File: config.mk
export PLATFORM = sky130hd
export DESIGN_NAME = mc_control_fsm
export DESIGN_NICKNAME = d
export VERILOG_FILES = /design/src/rtl/mc_control_fsm.sv
export SDC_FILE = /design/constraint.sdc
export NUM_CORES = 1
export LEC_CHECK = 0
export ABC_CLOCK_PERIOD_IN_PS = 3500
export CAP_MARGIN = 40
export CORE_ASPECT_RATIO = 0.5
export CORE_MARGIN = 4
export CORE_UTILIZATION = 35
export CTS_BUF_LIST = sky130_fd_sc_hd__clkbuf_16
export DETAILED_ROUTE_END_ITERATION = 6
export PLACE_DENSITY = 0.67
export SLEW_MARGIN = 20
export SYNTH_ARGS = -nofsm -noshare
export SYNTH_HDL_FRONTEND = slang
export SYNTH_SLANG_ARGS = --single-unit
File: constraint.sdc
create_clock -name clk -period 3.5 [get_ports clk]
set_input_delay 0.7 -clock clk [delete_from_list [all_inputs] [get_ports clk]]
set_output_delay 0.7 -clock clk [all_outputs]
set_load 0.03 [all_outputs]
File: src/rtl/mc_control_fsm.sv
// Multi-cycle MIPS control sequencer: walks each instruction through FETCH/DECODE/EXEC/MEM/WB
// over a shared memory port, counts retirements and traps on bus timeout or illegal opcode.
module mc_control_fsm #(
  parameter int unsigned TIMEOUT = 255,
  parameter int unsigned CNT_W   = 32
) (
  input  logic             clk,
  input  logic             rst_n,
  input  logic [5:0]       opcode,
  input  logic [5:0]       funct,
  input  logic             bcond,
  input  logic             mem_ready,
  output logic             mem_req,
  output logic             mem_we,
  output logic             iord,
  output logic             ir_write,
  output logic             pc_write,
  output logic [1:0]       pc_src,
  output logic             reg_write,
  output logic [1:0]       reg_dst,
  output logic             mem_to_reg,
  output logic [1:0]       alu_src,
  output logic [3:0]       alu_ctrl,
  output logic             retire,
  output logic [CNT_W-1:0] instr_count,
  output logic             bus_err,
  output logic             illegal,
  output logic [2:0]       state
);

  typedef enum logic [2:0] {
    S_FETCH  = 3'd0,
    S_DECODE = 3'd1,
    S_EXEC   = 3'd2,
    S_MEM    = 3'd3,
    S_WB     = 3'd4,
    S_HALT   = 3'd7
  } state_e;

  localparam logic [5:0] OP_R    = 6'b000000;
  localparam logic [5:0] OP_J    = 6'b000010;
  localparam logic [5:0] OP_JAL  = 6'b000011;
  localparam logic [5:0] OP_BEQ  = 6'b000100;
  localparam logic [5:0] OP_BNE  = 6'b000101;
  localparam logic [5:0] OP_ADDI = 6'b001000;
  localparam logic [5:0] OP_SLTI = 6'b001010;
  localparam logic [5:0] OP_ANDI = 6'b001100;
  localparam logic [5:0] OP_ORI  = 6'b001101;
  localparam logic [5:0] OP_XORI = 6'b001110;
  localparam logic [5:0] OP_LB   = 6'b100000;
  localparam logic [5:0] OP_LW   = 6'b100011;
  localparam logic [5:0] OP_SB   = 6'b101000;
  localparam logic [5:0] OP_SW   = 6'b101011;

  localparam logic [5:0] F_SLL = 6'b000000;
  localparam logic [5:0] F_SRL = 6'b000010;
  localparam logic [5:0] F_JR  = 6'b001000;
  localparam logic [5:0] F_ADD = 6'b100000;
  localparam logic [5:0] F_SUB = 6'b100010;
  localparam logic [5:0] F_AND = 6'b100100;
  localparam logic [5:0] F_OR  = 6'b100101;
  localparam logic [5:0] F_XOR = 6'b100110;
  localparam logic [5:0] F_SLT = 6'b101010;

  // The wait counter trips in the TIMEOUT-th consecutive cycle without mem_ready.
  localparam logic [15:0] WAIT_LAST = 16'(TIMEOUT - 1);

  state_e           state_q, state_d;
  logic [15:0]      wait_q, wait_d;
  logic [CNT_W-1:0] cnt_q, cnt_d;
  logic             bus_err_q, bus_err_d;
  logic             illegal_q, illegal_d;

  logic       is_r, is_j, is_jal, is_jr, is_br, is_ld, is_st, is_legal;
  logic [3:0] dec_alu;
  logic [1:0] dec_src;

  logic       mem_req_s, mem_we_s, iord_s, ir_write_s, pc_write_s;
  logic       reg_write_s, mem_to_reg_s, retire_s;
  logic [1:0] pc_src_s, reg_dst_s, alu_src_s;
  logic [3:0] alu_ctrl_s;
  logic       wait_expired;

  always_comb begin
    is_r     = 1'b0;
    is_j     = 1'b0;
    is_jal   = 1'b0;
    is_jr    = 1'b0;
    is_br    = 1'b0;
    is_ld    = 1'b0;
    is_st    = 1'b0;
    is_legal = 1'b1;
    dec_alu  = 4'd15;
    dec_src  = 2'd0;
    case (opcode)
      OP_R: begin
        is_r = 1'b1;
        case (funct)
          F_ADD: dec_alu = 4'd0;
          F_AND: dec_alu = 4'd1;
          F_OR:  dec_alu = 4'd2;
          F_SLT: dec_alu = 4'd4;
          F_SUB: dec_alu = 4'd6;
          F_XOR: dec_alu = 4'd7;
          F_SLL: begin dec_alu = 4'd3; dec_src = 2'd2; end
          F_SRL: begin dec_alu = 4'd5; dec_src = 2'd2; end
          F_JR:  is_jr = 1'b1;
          default: is_legal = 1'b0;
        endcase
      end
      OP_J:    is_j = 1'b1;
      OP_JAL:  is_jal = 1'b1;
      OP_BEQ:  begin is_br = 1'b1; dec_alu = 4'd8; end
      OP_BNE:  begin is_br = 1'b1; dec_alu = 4'd9; end
      OP_ADDI: begin dec_alu = 4'd0; dec_src = 2'd1; end
      OP_ANDI: begin dec_alu = 4'd1; dec_src = 2'd1; end
      OP_ORI:  begin dec_alu = 4'd2; dec_src = 2'd1; end
      OP_SLTI: begin dec_alu = 4'd4; dec_src = 2'd1; end
      OP_XORI: begin dec_alu = 4'd7; dec_src = 2'd1; end
      OP_LB, OP_LW: begin is_ld = 1'b1; dec_alu = 4'd0; dec_src = 2'd1; end
      OP_SB, OP_SW: begin is_st = 1'b1; dec_alu = 4'd0; dec_src = 2'd1; end
      default: is_legal = 1'b0;
    endcase
  end

  assign wait_expired = (wait_q == WAIT_LAST);

  always_comb begin
    state_d      = state_q;
    wait_d       = 16'd0;
    bus_err_d    = bus_err_q;
    illegal_d    = illegal_q;
    mem_req_s    = 1'b0;
    mem_we_s     = 1'b0;
    iord_s       = 1'b0;
    ir_write_s   = 1'b0;
    pc_write_s   = 1'b0;
    pc_src_s     = 2'd0;
    reg_write_s  = 1'b0;
    reg_dst_s    = 2'd0;
    mem_to_reg_s = 1'b0;
    alu_src_s    = 2'd0;
    alu_ctrl_s   = 4'd0;
    retire_s     = 1'b0;
    case (state_q)
      S_FETCH: begin
        mem_req_s = 1'b1;
        if (mem_ready) begin
          ir_write_s = 1'b1;
          pc_write_s = 1'b1;
          state_d    = S_DECODE;
        end else if (wait_expired) begin
          bus_err_d = 1'b1;
          state_d   = S_HALT;
        end else begin
          wait_d = wait_q + 16'd1;
        end
      end
      S_DECODE: begin
        if (!is_legal) begin
          illegal_d = 1'b1;
          state_d   = S_HALT;
        end else if (is_j || is_jal) begin
          pc_write_s  = 1'b1;
          pc_src_s    = 2'd2;
          reg_write_s = is_jal;
          reg_dst_s   = is_jal ? 2'd2 : 2'd0;
          retire_s    = 1'b1;
          state_d     = S_FETCH;
        end else if (is_jr) begin
          pc_write_s = 1'b1;
          pc_src_s   = 2'd3;
          retire_s   = 1'b1;
          state_d    = S_FETCH;
        end else begin
          state_d = S_EXEC;
        end
      end
      S_EXEC: begin
        alu_ctrl_s = dec_alu;
        alu_src_s  = dec_src;
        if (is_br) begin
          pc_write_s = bcond;
          pc_src_s   = 2'd1;
          retire_s   = 1'b1;
          state_d    = S_FETCH;
        end else if (is_ld || is_st) begin
          state_d = S_MEM;
        end else begin
          state_d = S_WB;
        end
      end
      S_MEM: begin
        mem_req_s = 1'b1;
        iord_s    = 1'b1;
        mem_we_s  = is_st;
        if (mem_ready) begin
          retire_s = is_st;
          state_d  = is_st ? S_FETCH : S_WB;
        end else if (wait_expired) begin
          bus_err_d = 1'b1;
          state_d   = S_HALT;
        end else begin
          wait_d = wait_q + 16'd1;
        end
      end
      S_WB: begin
        reg_write_s  = 1'b1;
        reg_dst_s    = is_r ? 2'd1 : 2'd0;
        mem_to_reg_s = is_ld;
        retire_s     = 1'b1;
        state_d      = S_FETCH;
      end
      S_HALT: begin
        wait_d = wait_q;
      end
      default: begin
        state_d = S_HALT;
      end
    endcase
  end

  assign cnt_d = cnt_q + {{(CNT_W-1){1'b0}}, retire_s};

  always_ff @(posedge clk or negedge rst_n) begin
    if (!rst_n) begin
      state_q   <= S_FETCH;
      wait_q    <= 16'd0;
      cnt_q     <= {CNT_W{1'b0}};
      bus_err_q <= 1'b0;
      illegal_q <= 1'b0;
    end else begin
      state_q   <= state_d;
      wait_q    <= wait_d;
      cnt_q     <= cnt_d;
      bus_err_q <= bus_err_d;
      illegal_q <= illegal_d;
    end
  end

  // Strobes are forced low while reset is held so a mid-access reset drops mem_req at once.
  assign mem_req     = rst_n & mem_req_s;
  assign mem_we      = rst_n & mem_we_s;
  assign iord        = rst_n & iord_s;
  assign ir_write    = rst_n & ir_write_s;
  assign pc_write    = rst_n & pc_write_s;
  assign pc_src      = rst_n ? pc_src_s : 2'd0;
  assign reg_write   = rst_n & reg_write_s;
  assign reg_dst     = rst_n ? reg_dst_s : 2'd0;
  assign mem_to_reg  = rst_n & mem_to_reg_s;
  assign alu_src     = rst_n ? alu_src_s : 2'd0;
  assign alu_ctrl    = rst_n ? alu_ctrl_s : 4'd0;
  assign retire      = rst_n & retire_s;
  assign instr_count = cnt_q;
  assign bus_err     = bus_err_q;
  assign illegal     = illegal_q;
  assign state       = state_q;

endmodule
* Yosys cells after proc, flatten, opt, wreduce, memory -nomap -nowiden
Index checks and enable logic that the tools add are counted.
** Word-level totals
- Flip-flop bits (word level) :: 53
- Output and inout port bits :: 55
- Logic and storage cells :: 120
** Cells by class
- Add/subtract/negate cells :: 2
- Equal/unequal tests :: 27
- Multiplexer cells :: 60
- Bitwise gates (word level) :: 10
- Reductions and logical operators :: 16
** Operators with widths (number)
- case mux 4 bit (8 select lines) :: 2
- equality test 6 bit (second input constant) :: 10
- equality test 6 x 4 -> 1 bit (second input constant) :: 6
- adder 32 x 1 -> 32 bit :: 1
- 2-to-1 mux 16 bit :: 2
- case mux 16 bit (2 select lines) :: 1
- 2-to-1 mux 2 bit :: 13
- 2-to-1 mux 1 bit :: 25
- 2-to-1 mux 3 bit :: 7
- equality test 6 x 2 -> 1 bit (second input constant) :: 3
- case mux 3 bit (6 select lines) :: 1
- OR reduction 9 bit :: 2
- adder 16 x 1 -> 16 bit (second input constant) :: 1
- equality test 16 x 8 -> 1 bit (second input constant) :: 1
- OR reduction 13 bit :: 1
- equality test 6 x 3 -> 1 bit (second input constant) :: 2
- logical NOT 6 bit :: 2
- case mux 2 bit (2 select lines) :: 3
- OR reduction 2 bit :: 5
- AND 1 bit :: 8
- 2-to-1 mux 4 bit :: 2
- equality test 3 x 2 -> 1 bit (second input constant) :: 2
- equality test 3 bit (second input constant) :: 2
- OR reduction 5 bit :: 1
- 9 further kinds :: 12

* Longest topological paths before layout
- Depth in word-level cells :: 8
- Mapped depth :: 12
- Gate-level depth less buffers :: 11

* Worst setup path before layout
Ideal clock, no wire load.
- Path kind :: in2reg
- Start :: in opcode[3]
- End :: reg cnt_q[22], in the netlist instr_count[22]
- Arrival :: 3.123 ns
- Required time :: 3.365 ns
- Slack :: 0.242 ns
- Stages :: 12
- Buffers on the path :: 1
- Cell sequence :: buf_2 > or3_4 > nor3b_2 > a22o_1 > a221o_1 > ha_1 > ha_1 > nand3_1 > nor3_1 > nor2b_1 > nand3_1 > xnor2_1
** On the way
- Word-level cells in the longest chain between the ends :: 7
- Elaborated cells between the ends (all ways) :: 31
** Ends and longest elaborated chain
- start: declaration :: line 9 : input logic [5:0] opcode,
- parallel branches: the longest is 5 deep, another holds OR reduction 13 bit
- case mux 1 bit (4 select lines) * :: line 145 : case (state_q)
- adder 32 x 1 -> 32 bit * :: line 223 : assign cnt_d = cnt_q + {{(CNT_W-1){1'b0}}, retire_s};
- net cnt_d[22] :: line 70 : logic [CNT_W-1:0] cnt_q, cnt_d;
- end signal: assignment :: line 229 : cnt_q <= {CNT_W{1'b0}};
- end signal: assignment :: line 235 : cnt_q <= cnt_d;
- end: declaration :: line 70
Mark *: on every way through the listed nets, which the timed path passes.
A chain may end at the register's enable or synchronous reset.

* Worst setup path after layout
- Start :: in opcode[3]
- End :: out alu_src[0]
** On the way
- Word-level cells in the longest chain between the ends :: 5
- Elaborated cells between the ends (all ways) :: 14
** Ends and longest elaborated chain
- equality test 6 bit or equality test 6 x 4 -> 1 bit (tied branches) :: line 95 : case (opcode)
- OR reduction 9 bit (no line)
- case mux 2 bit (2 select lines) * :: line 95
- 2-to-1 mux 2 bit * :: line 145
- 2-to-1 mux 2 bit * :: line 251 : assign alu_src = rst_n ? alu_src_s : 2'd0;
- end: declaration :: line 22 : output logic [1:0] alu_src,
Mark *: on every way between the ends. The rest lies on a longest branch, timed or not.

==> summary by stage <==
Critical path
Data on the critical path is required at its endpoint by 2.80 ns. The largest single stage delay on the critical path is about 0.69 ns. The critical path contains buffers and inverters numbering 3 combined.

The nature of the critical path startpoint is an input pin. The critical path arrival is roughly 2.7 ns. In this run the critical register-to-register path is launched from state[0]. The critical path class is input pin to primary output. The critical path starts at opcode[3]. The kind of capture point of the worst setup path is a primary output. The maximum fanout encountered on the critical timing path is 7. The largest delay contributor family on the critical path is buffers and inverters. For this design, the slowest cell found on the critical path is clkdlybuf4s50_1.

Walking the worst path, the cells encountered are clkdlybuf4s50_1 > buf_4 > nor3b_1 > o41ai_2 > nor2_1 > clkdlybuf4s50_1. The library cell appearing most often on the critical path is clkdlybuf4s50_1.

Clock tree
After clock tree synthesis, the clock-pin slew on the worst setup and hold paths is roughly 0.070 ns. The number of buffers inserted for hold repair after clock tree synthesis is 0. The clock tree from TritonCTS is built. The buffer count from post-CTS setup fixing is 0. Clock tree synthesis found a total of 53 sinks. Clock tree synthesis inserted a total of 5 buffers. CTS built an H-tree with a depth of 2. The number of gates resized after CTS is 0. Clock tree synthesis selected as its root buffer the cell clkbuf_16. The maximum buffer depth of the clock tree is 2. The clock latency of the later-clocked register in the worst-skew pair is ~0.28 ns.

Synthesis
The async set-reset flop share out of synthesis is between 90% and 100%. The number of enable flip-flop cells after synthesis is 0. The synthesized design devotes to its leading area cell type a little over two fifths of total area. The unique cell type count in the Yosys netlist is 50.

The mapped netlist covers just over 3000 um2. A synthesized cell averages ~9.2 um2. When the netlist entered floorplanning its net count stood at approximately 360. After synthesis, the cell types taking the most area are dfrtp_1, xnor2_1, xor2_1.

Sorting the synthesized cells by how often they occur yields dfrtp_1, nand2_1, nor2_1. The register bit count reported by yosys is 53. Yosys instantiated no cell more often than dfrtp_1.

Summing the sequential cell areas from Yosys gives 42.8% of the chip area. The cell count after synthesis came out at around 340. In the synthesized netlist the dominant register cell turns out to be dfrtp_1.

Yosys printed 0 warnings. The top cell type by total area after synthesis is dfrtp_1.

Job
The number of violations of the max-capacitance limit is 0.

Placed design
The total half-perimeter wirelength after legalization and detailed placement is between 5000 and 6000 um. In this run the tool buffered the top-level ports with 70 buffer cells. The global placer's final weighted congestion is 0.893. Prior to clock tree synthesis, the placed netlist has a worst setup slack of -0.0485 ns. The instance area at placement is slightly above 4000 um2.

Drt
The final routed wire length divided by cell count is 13.8 um. The count of unresolved DRC violations after routing is 0. The overall via count from detail_route is 2817. After detailed routing, the total wire length is about 7600 um. For this run, the detailed router's first-pass iteration total came to 4. The number of vias per cell after detailed routing is 5.15. In this run the remaining antenna-violating nets after routing total 0. The detailed router finished its first iteration with 126 violations.

STA
The final number of max-transition violations is 0. Setup repair after global routing left no endpoint under its margin. The worst clock skew is approximately 0.0052 ns. The worst max-slew margin expressed relative to the limit is around 70%. The final critical path time including I/O delays and setup is between 3 and 4 ns.

Setup violations remaining at the end of the flow were counted as 0. Once routing completed, OpenROAD measured the worst setup slack at just under 0.09 ns. The highest attainable clock frequency is about 0.3 GHz. The final critical path takes up between 90 and 100% of the cycle. At the pin with the least slew margin, the transition time is about 0.45 ns. The count of endpoints failing hold in the final timing report is 0.

Die
The floorplan core area is between 8000 and 9000 um2. The floorplan step set the die width to roughly 140 um. In this run the core area contains 23 standard-cell rows.

The die outline area is between 10000 and 15000 um2. The initial utilization of the core area, before any placement, comes to a little under two fifths. 71 I/O pins were placed. The vertical die dimension is 74.5 um.

Power and ir drop
The internal power summed over all cells is 0.989 mW. The share of power burned in registers is roughly half. Overall power consumption after layout is estimated at between 1 and 1.5 mW.

The switching power as a share of total power is a little over a fifth. Power spread over the standard cell area amounts to between 200 and 300 nW/um2. Of the total power, combinational logic draws approximately 7.6%. In this run the static leakage power is between 1.5 and 2 nW. In this run the power spent charging and discharging nets is 0.263 mW.

The worst supply voltage drop on vdd is roughly 0.31 mV. Of the total power, the clock network draws a little over two fifths.

Global route
Entering global routing, the biggest net connects 35 pins. The initial antenna violation count was 0. The number of global-route vias before repair is about 2600. The total congestion overflow after global routing is 0.

The first global-routing pass estimated around 13000 um of wire. For this run, the total global-route usage over all layers was measured as 14.7%.

Cells and area
The net total in the final layout is 455. The filler cell count in the final layout is about 770. The final non-filler cell area is 4260 um2. The share of final-layout standard cells stronger than drive strength 1 is 16.1%. Compared with the post-synthesis result, the final layout area differs by 37.6%. The multi-input gate area in the final layout is about 1700 um2. The repair_antennas step left the layout with diodes totalling 0. Across the whole layout, storage elements account for approximately 1300 um2.

Hold path
The worst hold path belongs to the class input pin to async pin.

Status
The flow ran to the end, and the final reports show no timing, DRC or antenna violations.
kinds of logic after synthesis:
family                   count (synthesis)  share of synthesized area (%)
AO/OA/AOI/OAI                           40                           8.44
XOR/XNOR                                45                           12.7
adder cells (fa/ha/maj)                  4                           1.61
buffers and inverters                   18                           2.79
flip-flops                              53                           42.8
multiplexers                             1                          0.363
AND/OR/NAND/NOR                        175                           31.3
flip-flops by register name, indices dropped and copies added, names as in the netlist:
name,count
wait_q,16
state,3
instr_count,32
illegal,1
bus_err,1
power groups by stage:
stage          clock (mW)  sequential [mW]  combinational (mW)
3_5_place_dp            0            0.625              0.0939
4_1_cts             0.554            0.613              0.0940
6_report            0.544            0.614              0.0949
2_1_floorplan           0            0.625              0.0356
3_3_place_gp            0            0.625              0.0940
5_1_grt             0.578            0.613               0.105
per-stage QoR:
step / hold WS [ns] / setup TNS, ns / cells / utilization (%)
floorplan: 0.404 / 0 / 336 / -
global placement: 0.465 / 0 / 540 / 49.2
detailed placement: 0.459 / -0.130 / 540 / 49.2
CTS: 0.415 / 0 / 547 / 51.1
global route: 0.427 / 0 / 547 / 51.3
finish: 0.410 / 0 / 547 / 51.3
final cells by class:
cell class / count / share of cell area, %
multi-input combinational: 265 / 39.9
clock inverter: 2 / 0.822
tap: 112 / 3.29
inverter: 7 / 0.616
clock buffer: 5 / 2.93
timing repair buffer: 103 / 21.3
sequential: 53 / 31.1
final timing paths:
check / to / slack (ns) / depth (start not counted)
max: alu_src[0] / 0.09 / 6
min: wait_q[4] / 0.41 / 2
min in group clk: illegal / 0.47 / 1
max reg2reg: instr_count[22] / 0.80 / 14
max in group asynchronous: instr_count[8] / 2.37 / 3
min reg2reg: illegal / 0.47 / 1
per-layer routing:
| layer | vias to the layer above | track usage (%) | share of wire (%) |
|---|---|---|---|
| met5 | - | 0 | 0 |
| met4 | 0 | 3.11 | 0.78 |
| met3 | 6 | 2.63 | 4.3 |
| met2 | 65 | 23.8 | 46 |
| met1 | 1342 | 20.8 | 49 |
| li1 | 1404 | - | - |
cell usage in the layout (no fill, tap or decap), types with 2 or more instances in the layout:
master            n
nor2_1           29
or4_1             3
nor2b_1           6
xnor2_1          26
o22ai_1           3
nand2_1          37
ha_1              4
and4_1            5
nor4_1            3
a21oi_1           7
nor3b_1           3
nand4_1          14
nor2_2            4
or3_1             5
nand3_1          21
o21ai_0           9
inv_1             7
and3_1           11
and2_1            2
buf_4            47
a211oi_1          2
clkdlybuf4s50_1  55
nor4bb_1          2
dfrtp_1          53
nor3b_2           2
nand3b_1          3
nand2b_1          5
nor3_1           13
o211ai_1          2
xor2_1           19
clkbuf_16         5
a31oi_1           5
Power figures use the tool's default switching activity.
